$ cat src/rtl/pipelined_ctrl_unit_pkg.sv
`default_nettype none
// ============================================================================
// pipelined_ctrl_unit_pkg : RV32IM control encodings and stage-register types
// Rev 1.0
// ============================================================================
package pipelined_ctrl_unit_pkg;

    localparam logic [6:0] c_OP_LUI    = 7'b0110111;
    localparam logic [6:0] c_OP_AUIPC  = 7'b0010111;
    localparam logic [6:0] c_OP_JAL    = 7'b1101111;
    localparam logic [6:0] c_OP_JALR   = 7'b1100111;
    localparam logic [6:0] c_OP_BRANCH = 7'b1100011;
    localparam logic [6:0] c_OP_LOAD   = 7'b0000011;
    localparam logic [6:0] c_OP_STORE  = 7'b0100011;
    localparam logic [6:0] c_OP_IMM    = 7'b0010011;
    localparam logic [6:0] c_OP_REG    = 7'b0110011;

    localparam logic [6:0] c_F7_BASE   = 7'b0000000;
    localparam logic [6:0] c_F7_ALT    = 7'b0100000;
    localparam logic [6:0] c_F7_MEXT   = 7'b0000001;

    localparam logic [1:0] c_SD_ALU    = 2'd0;
    localparam logic [1:0] c_SD_MEM    = 2'd1;
    localparam logic [1:0] c_SD_PC4    = 2'd2;

    typedef enum logic [3:0] {
        ALU_ADD    = 4'd0,  ALU_SUB    = 4'd1,  ALU_AND    = 4'd2,  ALU_OR     = 4'd3,
        ALU_XOR    = 4'd4,  ALU_SLL    = 4'd5,  ALU_SRL    = 4'd6,  ALU_SRA    = 4'd7,
        ALU_SLT    = 4'd8,  ALU_SLTU   = 4'd9,  ALU_PASSB  = 4'd10, ALU_MUL    = 4'd11,
        ALU_MULH   = 4'd12, ALU_MULHSU = 4'd13, ALU_MULHU  = 4'd14, ALU_DIVREM = 4'd15
    } alu_op_e;

    typedef enum logic [2:0] {
        IMM_I = 3'd0, IMM_S = 3'd1, IMM_B = 3'd2, IMM_U = 3'd3, IMM_J = 3'd4
    } imm_sel_e;

    // sel_opA: 0 = rs1, 1 = PC.  sel_opB: 0 = rs2, 1 = immediate.
    typedef struct packed {
        alu_op_e  alu_op;
        logic     sel_opA;
        logic     sel_opB;
        imm_sel_e imm_select;
        logic     is_mext;
    } ex_ctrl_t;

    typedef struct packed {
        logic       is_stype;
        logic [2:0] dm_select;
        logic [1:0] store_select;
    } mem_ctrl_t;

    typedef struct packed {
        logic       wr_en;
        logic [1:0] sel_data;
    } wb_ctrl_t;

    typedef struct packed {
        logic      valid;
        logic      illegal;
        ex_ctrl_t  ex;
        mem_ctrl_t mem;
        wb_ctrl_t  wb;
    } ctrl_t;

    typedef struct packed {
        logic      valid;
        mem_ctrl_t mem;
        wb_ctrl_t  wb;
    } mem_stage_t;

    typedef struct packed {
        logic     valid;
        wb_ctrl_t wb;
    } wb_stage_t;

    // ALU op selected by funct3 for the base integer R/I encodings.
    function automatic alu_op_e base_alu(input logic [2:0] f3);
        alu_op_e op;
        case (f3)
            3'b000:  op = ALU_ADD;
            3'b001:  op = ALU_SLL;
            3'b010:  op = ALU_SLT;
            3'b011:  op = ALU_SLTU;
            3'b100:  op = ALU_XOR;
            3'b101:  op = ALU_SRL;
            3'b110:  op = ALU_OR;
            default: op = ALU_AND;
        endcase
        return op;
    endfunction

endpackage
`default_nettype wire

$ cat src/rtl/pipelined_ctrl_unit_if.sv
`default_nettype none
// ============================================================================
// pipelined_ctrl_unit_if : front-end/datapath handshake of the control unit
// Rev 1.0
// ============================================================================
interface pipelined_ctrl_unit_if;
    logic       id_valid;
    logic [6:0] id_opcode;
    logic [2:0] id_funct3;
    logic [6:0] id_funct7;
    logic       hz_stall;
    logic       flush_ex;

    logic       ex_valid;
    logic [3:0] ex_alu_op;
    logic       ex_sel_opA;
    logic       ex_sel_opB;
    logic [2:0] ex_imm_select;
    logic       ex_is_mext;
    logic       mem_valid;
    logic       mem_is_stype;
    logic [2:0] mem_dm_select;
    logic [1:0] mem_store_select;
    logic       wb_valid;
    logic       wb_wr_en;
    logic [1:0] wb_sel_data;
    logic       mext_busy;
    logic       illegal_instr;

    modport master (
        output id_valid, id_opcode, id_funct3, id_funct7, hz_stall, flush_ex,
        input  ex_valid, ex_alu_op, ex_sel_opA, ex_sel_opB, ex_imm_select, ex_is_mext,
        input  mem_valid, mem_is_stype, mem_dm_select, mem_store_select,
        input  wb_valid, wb_wr_en, wb_sel_data, mext_busy, illegal_instr
    );

    modport slave (
        input  id_valid, id_opcode, id_funct3, id_funct7, hz_stall, flush_ex,
        output ex_valid, ex_alu_op, ex_sel_opA, ex_sel_opB, ex_imm_select, ex_is_mext,
        output mem_valid, mem_is_stype, mem_dm_select, mem_store_select,
        output wb_valid, wb_wr_en, wb_sel_data, mext_busy, illegal_instr
    );
endinterface
`default_nettype wire

$ cat src/rtl/pipelined_ctrl_unit_decode.sv
`default_nettype none
// ============================================================================
// pipelined_ctrl_unit_decode : combinational RV32IM ID decode with illegal detect
// Rev 1.0
// ============================================================================
module pipelined_ctrl_unit_decode
    import pipelined_ctrl_unit_pkg::*;
#(
    parameter int EN_MEXT = 1
) (
    input  logic       i_valid,
    input  logic [6:0] i_opcode,
    input  logic [2:0] i_funct3,
    input  logic [6:0] i_funct7,
    output ctrl_t      o_ctrl
);

    ctrl_t w_ctrl;
    logic  w_bad;

    always_comb begin
        w_ctrl = '0;
        w_bad  = 1'b0;
        case (i_opcode)
            c_OP_LUI: begin
                w_ctrl.ex.alu_op     = ALU_PASSB;
                w_ctrl.ex.sel_opB    = 1'b1;
                w_ctrl.ex.imm_select = IMM_U;
                w_ctrl.wb.wr_en      = 1'b1;
            end
            c_OP_AUIPC: begin
                w_ctrl.ex.sel_opA    = 1'b1;
                w_ctrl.ex.sel_opB    = 1'b1;
                w_ctrl.ex.imm_select = IMM_U;
                w_ctrl.wb.wr_en      = 1'b1;
            end
            c_OP_JAL: begin
                w_ctrl.ex.sel_opA    = 1'b1;
                w_ctrl.ex.sel_opB    = 1'b1;
                w_ctrl.ex.imm_select = IMM_J;
                w_ctrl.wb.wr_en      = 1'b1;
                w_ctrl.wb.sel_data   = c_SD_PC4;
            end
            c_OP_JALR: begin
                w_ctrl.ex.sel_opB    = 1'b1;
                w_ctrl.ex.imm_select = IMM_I;
                w_ctrl.wb.wr_en      = 1'b1;
                w_ctrl.wb.sel_data   = c_SD_PC4;
            end
            c_OP_BRANCH: begin
                w_ctrl.ex.alu_op     = ALU_SUB;
                w_ctrl.ex.imm_select = IMM_B;
                w_bad = (i_funct3 == 3'b010) || (i_funct3 == 3'b011);
            end
            c_OP_LOAD: begin
                w_ctrl.ex.sel_opB     = 1'b1;
                w_ctrl.ex.imm_select  = IMM_I;
                w_ctrl.mem.dm_select  = i_funct3;
                w_ctrl.wb.wr_en       = 1'b1;
                w_ctrl.wb.sel_data    = c_SD_MEM;
                w_bad = i_funct3 inside {3'b011, 3'b110, 3'b111};
            end
            c_OP_STORE: begin
                w_ctrl.ex.sel_opB       = 1'b1;
                w_ctrl.ex.imm_select    = IMM_S;
                w_ctrl.mem.is_stype     = 1'b1;
                w_ctrl.mem.store_select = i_funct3[1:0];
                w_bad = (i_funct3 >= 3'b011);
            end
            c_OP_IMM: begin
                w_ctrl.ex.alu_op     = base_alu(i_funct3);
                w_ctrl.ex.sel_opB    = 1'b1;
                w_ctrl.ex.imm_select = IMM_I;
                w_ctrl.wb.wr_en      = 1'b1;
                // funct7 only qualifies the shift-immediate forms
                if (i_funct3 == 3'b001) begin
                    w_bad = (i_funct7 != c_F7_BASE);
                end else if (i_funct3 == 3'b101) begin
                    if (i_funct7 == c_F7_ALT) w_ctrl.ex.alu_op = ALU_SRA;
                    else                      w_bad = (i_funct7 != c_F7_BASE);
                end
            end
            c_OP_REG: begin
                w_ctrl.wb.wr_en = 1'b1;
                case (i_funct7)
                    c_F7_BASE: w_ctrl.ex.alu_op = base_alu(i_funct3);
                    c_F7_ALT: begin
                        if (i_funct3 == 3'b000)      w_ctrl.ex.alu_op = ALU_SUB;
                        else if (i_funct3 == 3'b101) w_ctrl.ex.alu_op = ALU_SRA;
                        else                         w_bad = 1'b1;
                    end
                    c_F7_MEXT: begin
                        if (EN_MEXT != 0) begin
                            w_ctrl.ex.is_mext = 1'b1;
                            case (i_funct3)
                                3'b000:  w_ctrl.ex.alu_op = ALU_MUL;
                                3'b001:  w_ctrl.ex.alu_op = ALU_MULH;
                                3'b010:  w_ctrl.ex.alu_op = ALU_MULHSU;
                                3'b011:  w_ctrl.ex.alu_op = ALU_MULHU;
                                default: w_ctrl.ex.alu_op = ALU_DIVREM;
                            endcase
                        end else begin
                            w_bad = 1'b1;
                        end
                    end
                    default: w_bad = 1'b1;
                endcase
            end
            default: w_bad = 1'b1;
        endcase

        if (w_bad) begin
            w_ctrl         = '0;
            w_ctrl.illegal = 1'b1;
        end
        w_ctrl.valid = 1'b1;
        if (!i_valid) w_ctrl = '0;
    end

    assign o_ctrl = w_ctrl;

endmodule
`default_nettype wire

$ cat src/rtl/pipelined_ctrl_unit.sv
`default_nettype none
// ============================================================================
// pipelined_ctrl_unit : RV32IM control path with ID/EX, EX/MEM, MEM/WB registers,
//                       stall/flush handling and multi-cycle M-extension occupancy
// Rev 1.0
// ============================================================================
module pipelined_ctrl_unit
    import pipelined_ctrl_unit_pkg::*;
#(
    parameter int MUL_CYCLES = 1,
    parameter int DIV_CYCLES = 8,
    parameter int EN_MEXT    = 1
) (
    input  logic                 clk,
    input  logic                 nrst,
    pipelined_ctrl_unit_if.slave bus
);

    localparam logic [3:0] c_MUL_LOAD = 4'(MUL_CYCLES - 1);
    localparam logic [3:0] c_DIV_LOAD = 4'(DIV_CYCLES - 1);

    ctrl_t      w_dec;
    ctrl_t      r_ex;
    mem_stage_t r_mem;
    wb_stage_t  r_wb;
    logic [3:0] r_cnt;
    logic       w_busy;

    pipelined_ctrl_unit_decode #(
        .EN_MEXT (EN_MEXT)
    ) u_decode (
        .i_valid  (bus.id_valid),
        .i_opcode (bus.id_opcode),
        .i_funct3 (bus.id_funct3),
        .i_funct7 (bus.id_funct7),
        .o_ctrl   (w_dec)
    );

    assign w_busy = (r_cnt != 4'd0);

    // ID/EX and occupancy counter: flush beats the M-op hold, which beats hz_stall
    always_ff @(posedge clk or negedge nrst) begin
        if (!nrst) begin
            r_ex  <= '0;
            r_cnt <= 4'd0;
        end else if (bus.flush_ex) begin
            r_ex  <= '0;
            r_cnt <= 4'd0;
        end else if (w_busy) begin
            r_cnt <= r_cnt - 4'd1;
        end else if (!bus.hz_stall) begin
            r_ex <= w_dec;
            if (w_dec.valid && w_dec.ex.is_mext) begin
                r_cnt <= (w_dec.ex.alu_op == ALU_DIVREM) ? c_DIV_LOAD : c_MUL_LOAD;
            end
        end
    end

    always_ff @(posedge clk or negedge nrst) begin
        if (!nrst) begin
            r_mem <= '0;
            r_wb  <= '0;
        end else begin
            if (w_busy || bus.hz_stall) begin
                r_mem <= '0;
            end else begin
                r_mem.valid <= r_ex.valid;
                r_mem.mem   <= r_ex.mem;
                r_mem.wb    <= r_ex.wb;
            end
            r_wb.valid <= r_mem.valid;
            r_wb.wb    <= r_mem.wb;
        end
    end

    assign bus.ex_valid         = r_ex.valid;
    assign bus.ex_alu_op        = r_ex.ex.alu_op;
    assign bus.ex_sel_opA       = r_ex.ex.sel_opA;
    assign bus.ex_sel_opB       = r_ex.ex.sel_opB;
    assign bus.ex_imm_select    = r_ex.ex.imm_select;
    assign bus.ex_is_mext       = r_ex.ex.is_mext;
    assign bus.illegal_instr    = r_ex.illegal;
    assign bus.mem_valid        = r_mem.valid;
    assign bus.mem_is_stype     = r_mem.mem.is_stype;
    assign bus.mem_dm_select    = r_mem.mem.dm_select;
    assign bus.mem_store_select = r_mem.mem.store_select;
    assign bus.wb_valid         = r_wb.valid;
    assign bus.wb_wr_en         = r_wb.wb.wr_en;
    assign bus.wb_sel_data      = r_wb.wb.sel_data;
    assign bus.mext_busy        = w_busy;

endmodule
`default_nettype wire

$ cat src/flat_wrapper.sv
// flat-port wrapper written by rule: the top's interface ports become plain ports
module pipelined_ctrl_unit_flat import pipelined_ctrl_unit_pkg::*;
#(
    parameter int MUL_CYCLES = 1,
    parameter int DIV_CYCLES = 8,
    parameter int EN_MEXT    = 1
)
  (clk, nrst, bus_id_valid, bus_id_opcode, bus_id_funct3, bus_id_funct7, bus_hz_stall, bus_flush_ex, bus_ex_valid, bus_ex_alu_op, bus_ex_sel_opA, bus_ex_sel_opB, bus_ex_imm_select, bus_ex_is_mext, bus_mem_valid, bus_mem_is_stype, bus_mem_dm_select, bus_mem_store_select, bus_wb_valid, bus_wb_wr_en, bus_wb_sel_data, bus_mext_busy, bus_illegal_instr);
  pipelined_ctrl_unit_if bus_i ();
  input  logic clk;
  input  logic nrst;
  input wire logic [$bits(bus_i.id_valid)-1:0] bus_id_valid;
  input wire logic [$bits(bus_i.id_opcode)-1:0] bus_id_opcode;
  input wire logic [$bits(bus_i.id_funct3)-1:0] bus_id_funct3;
  input wire logic [$bits(bus_i.id_funct7)-1:0] bus_id_funct7;
  input wire logic [$bits(bus_i.hz_stall)-1:0] bus_hz_stall;
  input wire logic [$bits(bus_i.flush_ex)-1:0] bus_flush_ex;
  output wire logic [$bits(bus_i.ex_valid)-1:0] bus_ex_valid;
  output wire logic [$bits(bus_i.ex_alu_op)-1:0] bus_ex_alu_op;
  output wire logic [$bits(bus_i.ex_sel_opA)-1:0] bus_ex_sel_opA;
  output wire logic [$bits(bus_i.ex_sel_opB)-1:0] bus_ex_sel_opB;
  output wire logic [$bits(bus_i.ex_imm_select)-1:0] bus_ex_imm_select;
  output wire logic [$bits(bus_i.ex_is_mext)-1:0] bus_ex_is_mext;
  output wire logic [$bits(bus_i.mem_valid)-1:0] bus_mem_valid;
  output wire logic [$bits(bus_i.mem_is_stype)-1:0] bus_mem_is_stype;
  output wire logic [$bits(bus_i.mem_dm_select)-1:0] bus_mem_dm_select;
  output wire logic [$bits(bus_i.mem_store_select)-1:0] bus_mem_store_select;
  output wire logic [$bits(bus_i.wb_valid)-1:0] bus_wb_valid;
  output wire logic [$bits(bus_i.wb_wr_en)-1:0] bus_wb_wr_en;
  output wire logic [$bits(bus_i.wb_sel_data)-1:0] bus_wb_sel_data;
  output wire logic [$bits(bus_i.mext_busy)-1:0] bus_mext_busy;
  output wire logic [$bits(bus_i.illegal_instr)-1:0] bus_illegal_instr;
  assign bus_i.id_valid = bus_id_valid;
  assign bus_i.id_opcode = bus_id_opcode;
  assign bus_i.id_funct3 = bus_id_funct3;
  assign bus_i.id_funct7 = bus_id_funct7;
  assign bus_i.hz_stall = bus_hz_stall;
  assign bus_i.flush_ex = bus_flush_ex;
  assign bus_ex_valid = bus_i.ex_valid;
  assign bus_ex_alu_op = bus_i.ex_alu_op;
  assign bus_ex_sel_opA = bus_i.ex_sel_opA;
  assign bus_ex_sel_opB = bus_i.ex_sel_opB;
  assign bus_ex_imm_select = bus_i.ex_imm_select;
  assign bus_ex_is_mext = bus_i.ex_is_mext;
  assign bus_mem_valid = bus_i.mem_valid;
  assign bus_mem_is_stype = bus_i.mem_is_stype;
  assign bus_mem_dm_select = bus_i.mem_dm_select;
  assign bus_mem_store_select = bus_i.mem_store_select;
  assign bus_wb_valid = bus_i.wb_valid;
  assign bus_wb_wr_en = bus_i.wb_wr_en;
  assign bus_wb_sel_data = bus_i.wb_sel_data;
  assign bus_mext_busy = bus_i.mext_busy;
  assign bus_illegal_instr = bus_i.illegal_instr;
  pipelined_ctrl_unit #(.MUL_CYCLES(MUL_CYCLES), .DIV_CYCLES(DIV_CYCLES), .EN_MEXT(EN_MEXT)) u_core (.clk(clk), .nrst(nrst), .bus(bus_i));
endmodule
$ cat config.mk
export PLATFORM = sky130hd
export DESIGN_NAME = pipelined_ctrl_unit_flat
export DESIGN_NICKNAME = d
export VERILOG_FILES = /design/src/rtl/pipelined_ctrl_unit_pkg.sv /design/src/rtl/pipelined_ctrl_unit_if.sv /design/src/rtl/pipelined_ctrl_unit_decode.sv /design/src/rtl/pipelined_ctrl_unit.sv /design/src/flat_wrapper.sv
export SDC_FILE = /design/constraint.sdc
export NUM_CORES = 1
export LEC_CHECK = 0
export BUFFER_PORTS_ARGS = -buffer_cell sky130_fd_sc_hd__buf_2
export CAP_MARGIN = 20
export CORE_MARGIN = 2
export CORE_UTILIZATION = 57
export CTS_BUF_LIST = sky130_fd_sc_hd__clkbuf_8
export DETAILED_ROUTE_END_ITERATION = 16
export PLACE_DENSITY_LB_ADDON = 0.3
export SYNTH_ARGS = -nofsm -noshare
export SYNTH_HDL_FRONTEND = slang
export SYNTH_HIERARCHICAL = 1
export SYNTH_SLANG_ARGS = --single-unit
export TNS_END_PERCENT = 5
$ cat constraint.sdc
create_clock -name clk -period 2.1 [get_ports clk]
set_input_delay 0.42 -clock clk [delete_from_list [all_inputs] [get_ports clk]]
set_output_delay 0.42 -clock clk [all_outputs]
set_load 0.02 [all_outputs]
---- After elaboration in Yosys (flattened, before gate mapping) ----
Index checks and enable logic that the tools add are counted.
word-level totals
  flip-flop bits (word level) ............. 39
  input port bits ......................... 22
  output and inout port bits .............. 24
  word-level logic and storage cells ...... 101
cells by class
  add/subtract/negate cells ............... 1
  order comparisons ....................... 1
  equality and inequality tests ........... 22
  mux-type cells .......................... 37
  reduce and logical (&&, ||, !) cells .... 18
operator list
  operator                                        count
  2-to-1 mux 21 bit                               4
  == test 7 x 6 -> 1 bit (second input constant)  4
  2-to-1 mux 4 bit                                7
  one-hot mux 4 bit (7 select lines)              1
  one-hot mux 3 bit (4 select lines)              2
  == test 7 bit (second input constant)           3
  2-to-1 mux 20 bit                               1
  one-hot mux 4 bit (4 select lines)              1
  == test 7 x 5 -> 1 bit (second input constant)  2
  OR reduction 7 bit                              2
  == test 3 bit (second input constant)           4
  2-to-1 mux 3 bit                                4
  one-hot mux 4 bit (3 select lines)              1
  2-to-1 mux 1 bit                                11
  2-to-1 mux 10 bit                               1
  OR reduction 2 bit                              4
  == test 7 x 1 -> 1 bit (second input constant)  1
  == test 7 x 2 -> 1 bit (second input constant)  1
  zero test 7 bit                                 1
  nonzero test 7 bit                              1
  == test 3 x 2 -> 1 bit (second input constant)  2
  one-hot mux 1 bit (6 select lines)              1
  nonzero test 3 bit                              2
  == test 4 bit (second input constant)           1
  other kinds (15)                                17

---- Depth between registers and ports, before layout ----
Gate-level depths: netlist of run 1.
  depth after elaboration ................. 14
  mapped depth ............................ 9
  gate-level depth less buffers ........... 8

---- By module ----
Netlist of run 1, hierarchy kept.
modules (own cells, without submodules)
  module                      instances  cells each  area an instance (um2)  seq. area each (um2)
  pipelined_ctrl_unit         1          157         1607.8                  975.9
  pipelined_ctrl_unit_decode  1          104         718.2                   0.0

---- Worst setup path before layout of run 1 ----
OpenSTA, ideal clock, no wires.
  kind .................................... input to register
  from .................................... input bus_id_funct7[1]
  to ...................................... register u_core.r_cnt[0]
  setup time .............................. 0.101 ns
  arrival ................................. 2.068 ns
  data required time ...................... 1.999 ns
  slack ................................... -0.069 ns
  stages .................................. 8
  buffers on the path ..................... 0
  cells stage by stage .................... nor3_4 o211ai_2 a221oi_4 o311ai_4 nor3_2 and4_1 a31oi_1 o32ai_1
RTL lines
  element               line                       text
  from (decl)           flat_wrapper.sv:15         input wire logic [$bits(bus_i.id_funct7)-1:0] bus_id_funct7;
  to (signal assigned)  pipelined_ctrl_unit.sv:50  r_cnt <= r_cnt - 4'd1;
  to (signal assigned)  pipelined_ctrl_unit.sv:54  r_cnt <= (w_dec.ex.alu_op == ALU_DIVREM) ? c_DIV_LOAD : c_MUL_LOAD;
  to (decl)             pipelined_ctrl_unit.sv:26  logic [3:0] r_cnt;

==> run metrics, run 1 <==
Filler cells=281; Clock Skew=0.006356 ns; pins over their slew limit=0; DR top layer=met4; DR vias=2,166; Peak VDD IR=0.4586 mV; Nets=355; max frequency=458.7 MHz; Cell Pwr Density=747.8 nW/um^2; R2R Setup Slk=0.38 ns; R2R Path End=u_core/bus.ex_imm_select[0]$_DFFE_PN0P_; Initial Utilization=58.57%; # DRC=0; Setup WS post-layout=-0.08031 ns; failing checks=negative setup slack; Syn-to-layout area delta=28.35%; core area=3971 sq um; total power=2.232 mW; Ports=46; MaxCap Viol Count=0; post-route cell area=2985 sq um; outcome=complete, but fails checks; WL final=5440 um; die area=4608 sq um; pre-CTS setup slack=-0.3178 ns; Cell Area, Synth=2326 sq um; critical path type=input pin to flop; Iter 0 DRT Violations=127; Die Height=67.88 um; layout cell share with drive strength beyond 1=36.45%; Yosys reg bits=39; DP HPWL=3898 um; clock root cell=clkbuf_8; period utilisation layout=103.8%; met3 wire length=334 um; Pre-antenna DRT Iters=4; vias in the first global route=1,972; worst-skew pair later-pin latency=0.29 ns; largest net degree at the start of global routing=28; cells along the critical path=buf_2 > nor3_4 > buf_4 > nand2_1 > o211ai_1 > o311ai_4 > a31oi_2 > and4_4 > a31oi_1 > o32ai_1; initial antenna violation count=0; Reg2Reg Depth=6; clock-pin slew on the worst setup and hold paths=0.08 ns; Post-CTS Hold Buffers=0; Die X=67.88 um; CTS tree=yes; unrepaired setup endpoints after global routing=yes; post-layout min period=2.180 ns; synthesized netlist cell count=261; slowest stage delay, CP=0.35 ns; worst reg2reg startpoint=u_core/r_cnt[0]$_DFFE_PN0P_; Worst Setup Start Kind=input pin; Max clock buf depth=2; Setup Viol. Count Final=3; worst-margin pin slew=0.4952 ns; CTS H-tree lvls=2; Final ANT Viol Nets=0; antenna cells=0; clk sinks=39; Routed met1 length=2141 um; Vias/cell=5.670; wire per inst=14.24 um; Cell Area, Placed=2778 sq um; sequential area share after synthesis=41.96%; PortBufs=45; Crit path required time=2.30 ns; GRT Residual Overflow=0; global-route wire length before repair=8721 um; Critical Path AT=2.38 ns; syn nets=285; yosys warns=6; Slew headroom=66.99%; HP Class=input pin to async pin; final-report hold violation count=0; crit path max fanout=6; Critical Path Sink Type=flop; mean post-synth cell area=8.912 sq um; Total Routing Usage GR=25.41%; FP Rows=23; met2 routed WL=2798 um; crit path max-delay cell type=o211ai_1; Inserted Clock Buffers=5; Cell variety after synth=50; GPL Wtd Cong=0.9298; LEAKAGE=1.382 nW
cells in the mapped netlist, drive strengths merged:
cell	count	area (sq um)
o22a	1	8.760
and4	1	8.760
a31oi	8	62.56
xnor2	4	35.03
nor3b	1	7.510
clkbuf	9	33.78
o32ai	2	17.52
nand2b	2	15.02
nand2	53	198.9
mux2i	1	10.01
or2	1	6.260
ha	2	25.02
o311ai	1	26.28
nand4bb	1	27.53
nor2b	5	31.28
o21ai	4	20.02
a211oi	1	7.510
nor3	9	88.84
a21oi	29	145.1
dfrtp	39	975.9
a221oi	2	35.04
or3	3	18.77
and2	17	106.4
nand3b	2	15.01
o211ai	3	27.52
or4b	1	10.01
nor4b	1	15.01
o32a	1	10.01
nand4b	1	8.760
nand3	4	20.02
inv	7	26.27
and3b	1	8.760
a22oi	2	15.01
or3b	2	17.52
o2111ai	1	8.760
a311oi	1	8.760
buf	17	123.9
nand4	1	6.260
nor2	17	63.81
and3	3	28.78
where the power goes:
group | total, mW | switching (mW) | internal [mW] | leakage (nW)
Sequential | 0.841 | 0.0491 | 0.792 | 0.541
Combinational | 0.664 | 0.380 | 0.284 | 0.771
Clock | 0.727 | 0.257 | 0.470 | 0.0695
metrics by stage:
stage	hold WS [ns]	util, %	TNS (ns)	cells
2_1_floorplan	0.1244	-	-0.1523	261
3_3_place_gp	0.3321	69.94	-0.7496	370
3_5_place_dp	0.3364	69.94	-0.9414	370
4_1_cts	0.05684	73.50	0	378
5_1_grt	0.06975	75.17	-0.5414	382
6_report	0.04896	75.17	-0.1221	382
final cells by class:
| cell class | count | area (sq um) | share of cell area [%] |
|---|---|---|---|
| Tap cell | 50 | 62.56 | 2.096 |
| Multi-Input combinational cell | 189 | 1220 | 40.86 |
| Inverter | 7 | 26.28 | 0.8801 |
| Timing Repair Buffer | 89 | 568.0 | 19.03 |
| Clock buffer | 5 | 68.82 | 2.305 |
| Sequential cell | 39 | 975.9 | 32.69 |
| Clock inverter | 3 | 63.81 | 2.137 |
metal layers:
metal	up-vias	GRT usage, %
li1	1028	-
met1	1033	31.59
met2	88	42.52
met3	17	4.770
met4	0	12.50
met5	-	0
worst max-delay path by stage:
stage | from | slack [ns] | to
after global placement | bus_id_opcode[2] | -0.26 | u_core/r_cnt[0]$_DFFE_PN0P_
after floorplan | bus_id_funct7[1] | -0.06 | u_core/r_cnt[0]$_DFFE_PN0P_
final | bus_id_funct7[2] | -0.08 | u_core/r_cnt[0]$_DFFE_PN0P_
after CTS | bus_id_funct7[1] | 0.007 | u_core/r_cnt[0]$_DFFE_PN0P_
after global routing | bus_id_funct7[2] | -0.19 | u_core/r_cnt[0]$_DFFE_PN0P_
after detailed placement | bus_id_opcode[2] | -0.32 | u_core/r_cnt[0]$_DFFE_PN0P_
logic make-up (layout without fill, tap and decap cells):
group,count (synthesis),count (layout),synth area share [%]
AO/OA/AOI/OAI,56,56,16.89
XOR/XNOR,4,4,1.506
adder cells (fa/ha/maj),2,2,1.076
buffers and inverters,33,104,7.907
flip-flops,39,39,41.96
multiplexers,1,1,0.4304
AND/OR/NAND/NOR,126,126,30.23
registers in the layout, indices dropped and copies added, names as in the netlist, 2 cells and up:
name                         count
u_core/bus.mem_dm_select         3
u_core/r_ex                      9
u_core/r_mem                     3
u_core/bus.mem_store_select      2
u_core/bus.ex_alu_op             4
u_core/bus.wb_sel_data           2
u_core/r_cnt                     4
u_core/bus.ex_imm_select         3
timing repair:
item,4_1_cts,5_1_grt
setup buffers,0,4
endpoints found under the setup margin,2,4
pin swaps,2,9
gates resized for setup,2,9
critical path: cells and delay by family:
| kind | cells | cell delay (ns) |
|---|---|---|
| buffers and inverters | 2 | 0.25 |
| AO/OA/AOI/OAI | 5 | 1.16 |
| AND/OR/NAND/NOR | 3 | 0.54 |
layout by cell type, fill, tap and decap left out, drive strengths merged, types with 2 or more instances in the layout:
master,netlist,routed
buf,17,89
nand2,53,53
dfrtp,39,39
a21oi,29,29
and2,17,17
nor2,17,17
nor3,9,9
inv,7,8
a31oi,8,8
clkbuf,9,5
nor2b,5,5
xnor2,4,4
nand3,4,4
o21ai,4,4
or3,3,3
o211ai,3,3
and3,3,3
bufinv,0,2
nand3b,2,2
o32ai,2,2
a22oi,2,2
or3b,2,2
a221oi,2,2
ha,2,2
nand2b,2,2
No activity file was read; power rests on OpenSTA's default activity.
==> run 2: changes to the inputs <==
--- a/config.mk
+++ b/config.mk
@@ -7,6 +7,7 @@
 export LEC_CHECK = 0
 export BUFFER_PORTS_ARGS = -buffer_cell sky130_fd_sc_hd__buf_2
 export CAP_MARGIN = 20
+export CORE_ASPECT_RATIO = 1.2
 export CORE_MARGIN = 2
 export CORE_UTILIZATION = 57
 export CTS_BUF_LIST = sky130_fd_sc_hd__clkbuf_8
==> run 2 against run 1 <==
The flow still finishes with violations (negative setup slack). Routed wire length fell by 11%. Worst setup slack gained 0.067 ns. Sequential share of layout area hardly changed. Utilization increased by 0.67 points. Sequential cell count is the same. Die area about the same. Combinational power decreased by 2%. First-iteration DRC count down 27%. Clock power is 18% lower. Global-route usage down 3.1 points. Largest power group unchanged. Highest routed layer unchanged.
==> run metrics, run 2 (synthesis results as in run 1) <==
crit path max-delay cell type=a221oi_4; initial antenna violation count=0; register area=975.9 sq um; Buf/Inv on CP=1; Die Height=73.98 um; worst-margin pin slew=0.8109 ns; Vias/cell=5.349; global-route met1 utilization=26.50%; clock root cell=clkbuf_8; WL final=4824 um; worst-skew pair later-pin latency=0.28 ns; Critical Path AT=2.31 ns; busiest layer in global routing=met2; max FFs per register=9; outcome=complete, but fails checks; net switching power=0.6732 mW; GRT met3 Usage=3.328%; logic gate share of total power=31.3%; DP HPWL=3583 um; clk sinks=39; Final ANT Viol Nets=0; Final Hold Slack=0.2257 ns; total power=2.091 mW; critical path type=input pin to flop; Reg2Reg Depth=5; die area=4610 sq um; Total Routing Usage GR=22.27%; Setup WS post-layout=-0.01306 ns; Biggest register=u_core/r_ex; GRT Residual Overflow=0; Final Core Density=75.84%; cells along the critical path=buf_6 > nor3_4 > o211ai_2 > a221oi_4 > o311ai_4 > nor3_2 > and4_4 > a31oi_4 > o32ai_2; Pre-antenna DRT Iters=5; Slew headroom=45.94%; Filler cells=304; Peak VDD IR=0.4134 mV; MaxCap Viol Count=0; # DRC=0; Cell Pwr Density=699.5 nW/um^2; slowest stage delay, CP=0.35 ns; Worst Setup Start Kind=input pin; commonest non-fill, non-tap cells in the layout=53 x nand2_1, 45 x buf_4, 42 x buf_2; Die X=62.32 um; Inserted Clock Buffers=5; Crit path required time=2.29 ns; Nets=356; period utilisation layout=100.6%; Int Pwr=1.418 mW; Clock Skew=0.002860 ns; clock-pin slew on the worst setup and hold paths=0.07 ns; PortBufs=45; pins over their slew limit=0; Critical Path Sink Type=flop; largest net degree at the start of global routing=40; HP Class=input pin to async pin; vias in the first global route=1,915; Setup Viol. Count Final=1; commonest non-fill, non-tap cell in the layout=nand2_1; post-layout min period=2.113 ns; Flop pwr share=40.2%; layout cell share with drive strength beyond 1=36.64%; clock network power share=28.5%; wire per inst=12.47 um; core area=3941 sq um; failing checks=negative setup slack; DR vias=2,070; GPL Wtd Cong=0.8340; setup TNS=-0.01306 ns; final-report hold violation count=0; crit path max fanout=6; FP Rows=25; antenna cells=0; unrepaired setup endpoints after global routing=yes; LEAKAGE=1.382 nW; Initial Utilization=59.02%; Iter 0 DRT Violations=93; Crit path max-delay family=compound AO/OA/AOI/OAI gates; global-route wire length before repair=8155 um; Ports=46; multi-input logic area=1229 sq um; met2 usage=40.22%; CTS tree=yes; sw frac=32.19%; critical path depth=9; Syn-to-layout area delta=28.51%; max frequency=473.2 MHz; Max clock buf depth=2; CTS H-tree lvls=2
## run 2: final cells by class
class,count,share of cell area (%)
tap,54,2.260
clock buffer,5,2.302
timing repair buffer,90,19.34
multi-input combinational,189,41.11
clock inverter,3,1.465
inverter,7,0.8790
sequential,39,32.65
## run 2: per-stage QoR
stage,setup slack (ns),instance area [sq um],std cells
floorplan,-0.05674,2326,261
global placement,-0.2316,2778,375
detailed placement,-0.2950,2778,375
CTS,-0.01290,2902,384
global route,-0.1126,2989,387
finish,-0.01306,2989,387
## run 2: per-layer routing
metal / vias to the layer above / wire [um]
li1: 1029 / -
met1: 971 / 1986
met2: 60 / 2527
met3: 10 / 215
met4: 0 / 95
met5: - / 0
## run 2: timing repair
| item | 4_1_cts | 5_1_grt |
|---|---|---|
| hold buffers | 0 | 0 |
| endpoints found under the setup margin | 2 | 4 |
| endpoints found under the hold margin | 0 | 0 |
| pin swaps | 3 | 9 |
| resized for setup | 1 | 13 |
| buffers inserted | 1 | 3 |
## run 2: path summary, 6_finish.rpt
path / from / end / slack, ns
setup / recovery: bus_id_funct7[2] / u_core/r_cnt[0]$_DFFE_PN0P_ / -0.01
hold / removal: nrst / u_core/r_cnt[3]$_DFFE_PN0P_ / 0.23
setup reg to reg: u_core/r_cnt[0]$_DFFE_PN0P_ / u_core/r_cnt[0]$_DFFE_PN0P_ / 0.43
hold reg to reg: u_core/r_mem[1]$_DFF_PN0_ / u_core/bus.wb_sel_data[1]$_DFF_PN0_ / 0.35
max in group asynchronous: nrst / u_core/bus.ex_alu_op[1]$_DFFE_PN0P_ / 1.36
min in group clk: u_core/r_mem[1]$_DFF_PN0_ / u_core/bus.wb_sel_data[1]$_DFF_PN0_ / 0.35
## run 2: power groups by stage
stage | logic (mW) | registers [mW] | clock network, mW
after detailed placement | 0.560 | 0.852 | 0
after global routing | 0.716 | 0.847 | 0.650
after floorplan | 0.371 | 0.850 | 0
after global placement | 0.549 | 0.850 | 0
after CTS | 0.575 | 0.837 | 0.610
final | 0.654 | 0.841 | 0.597
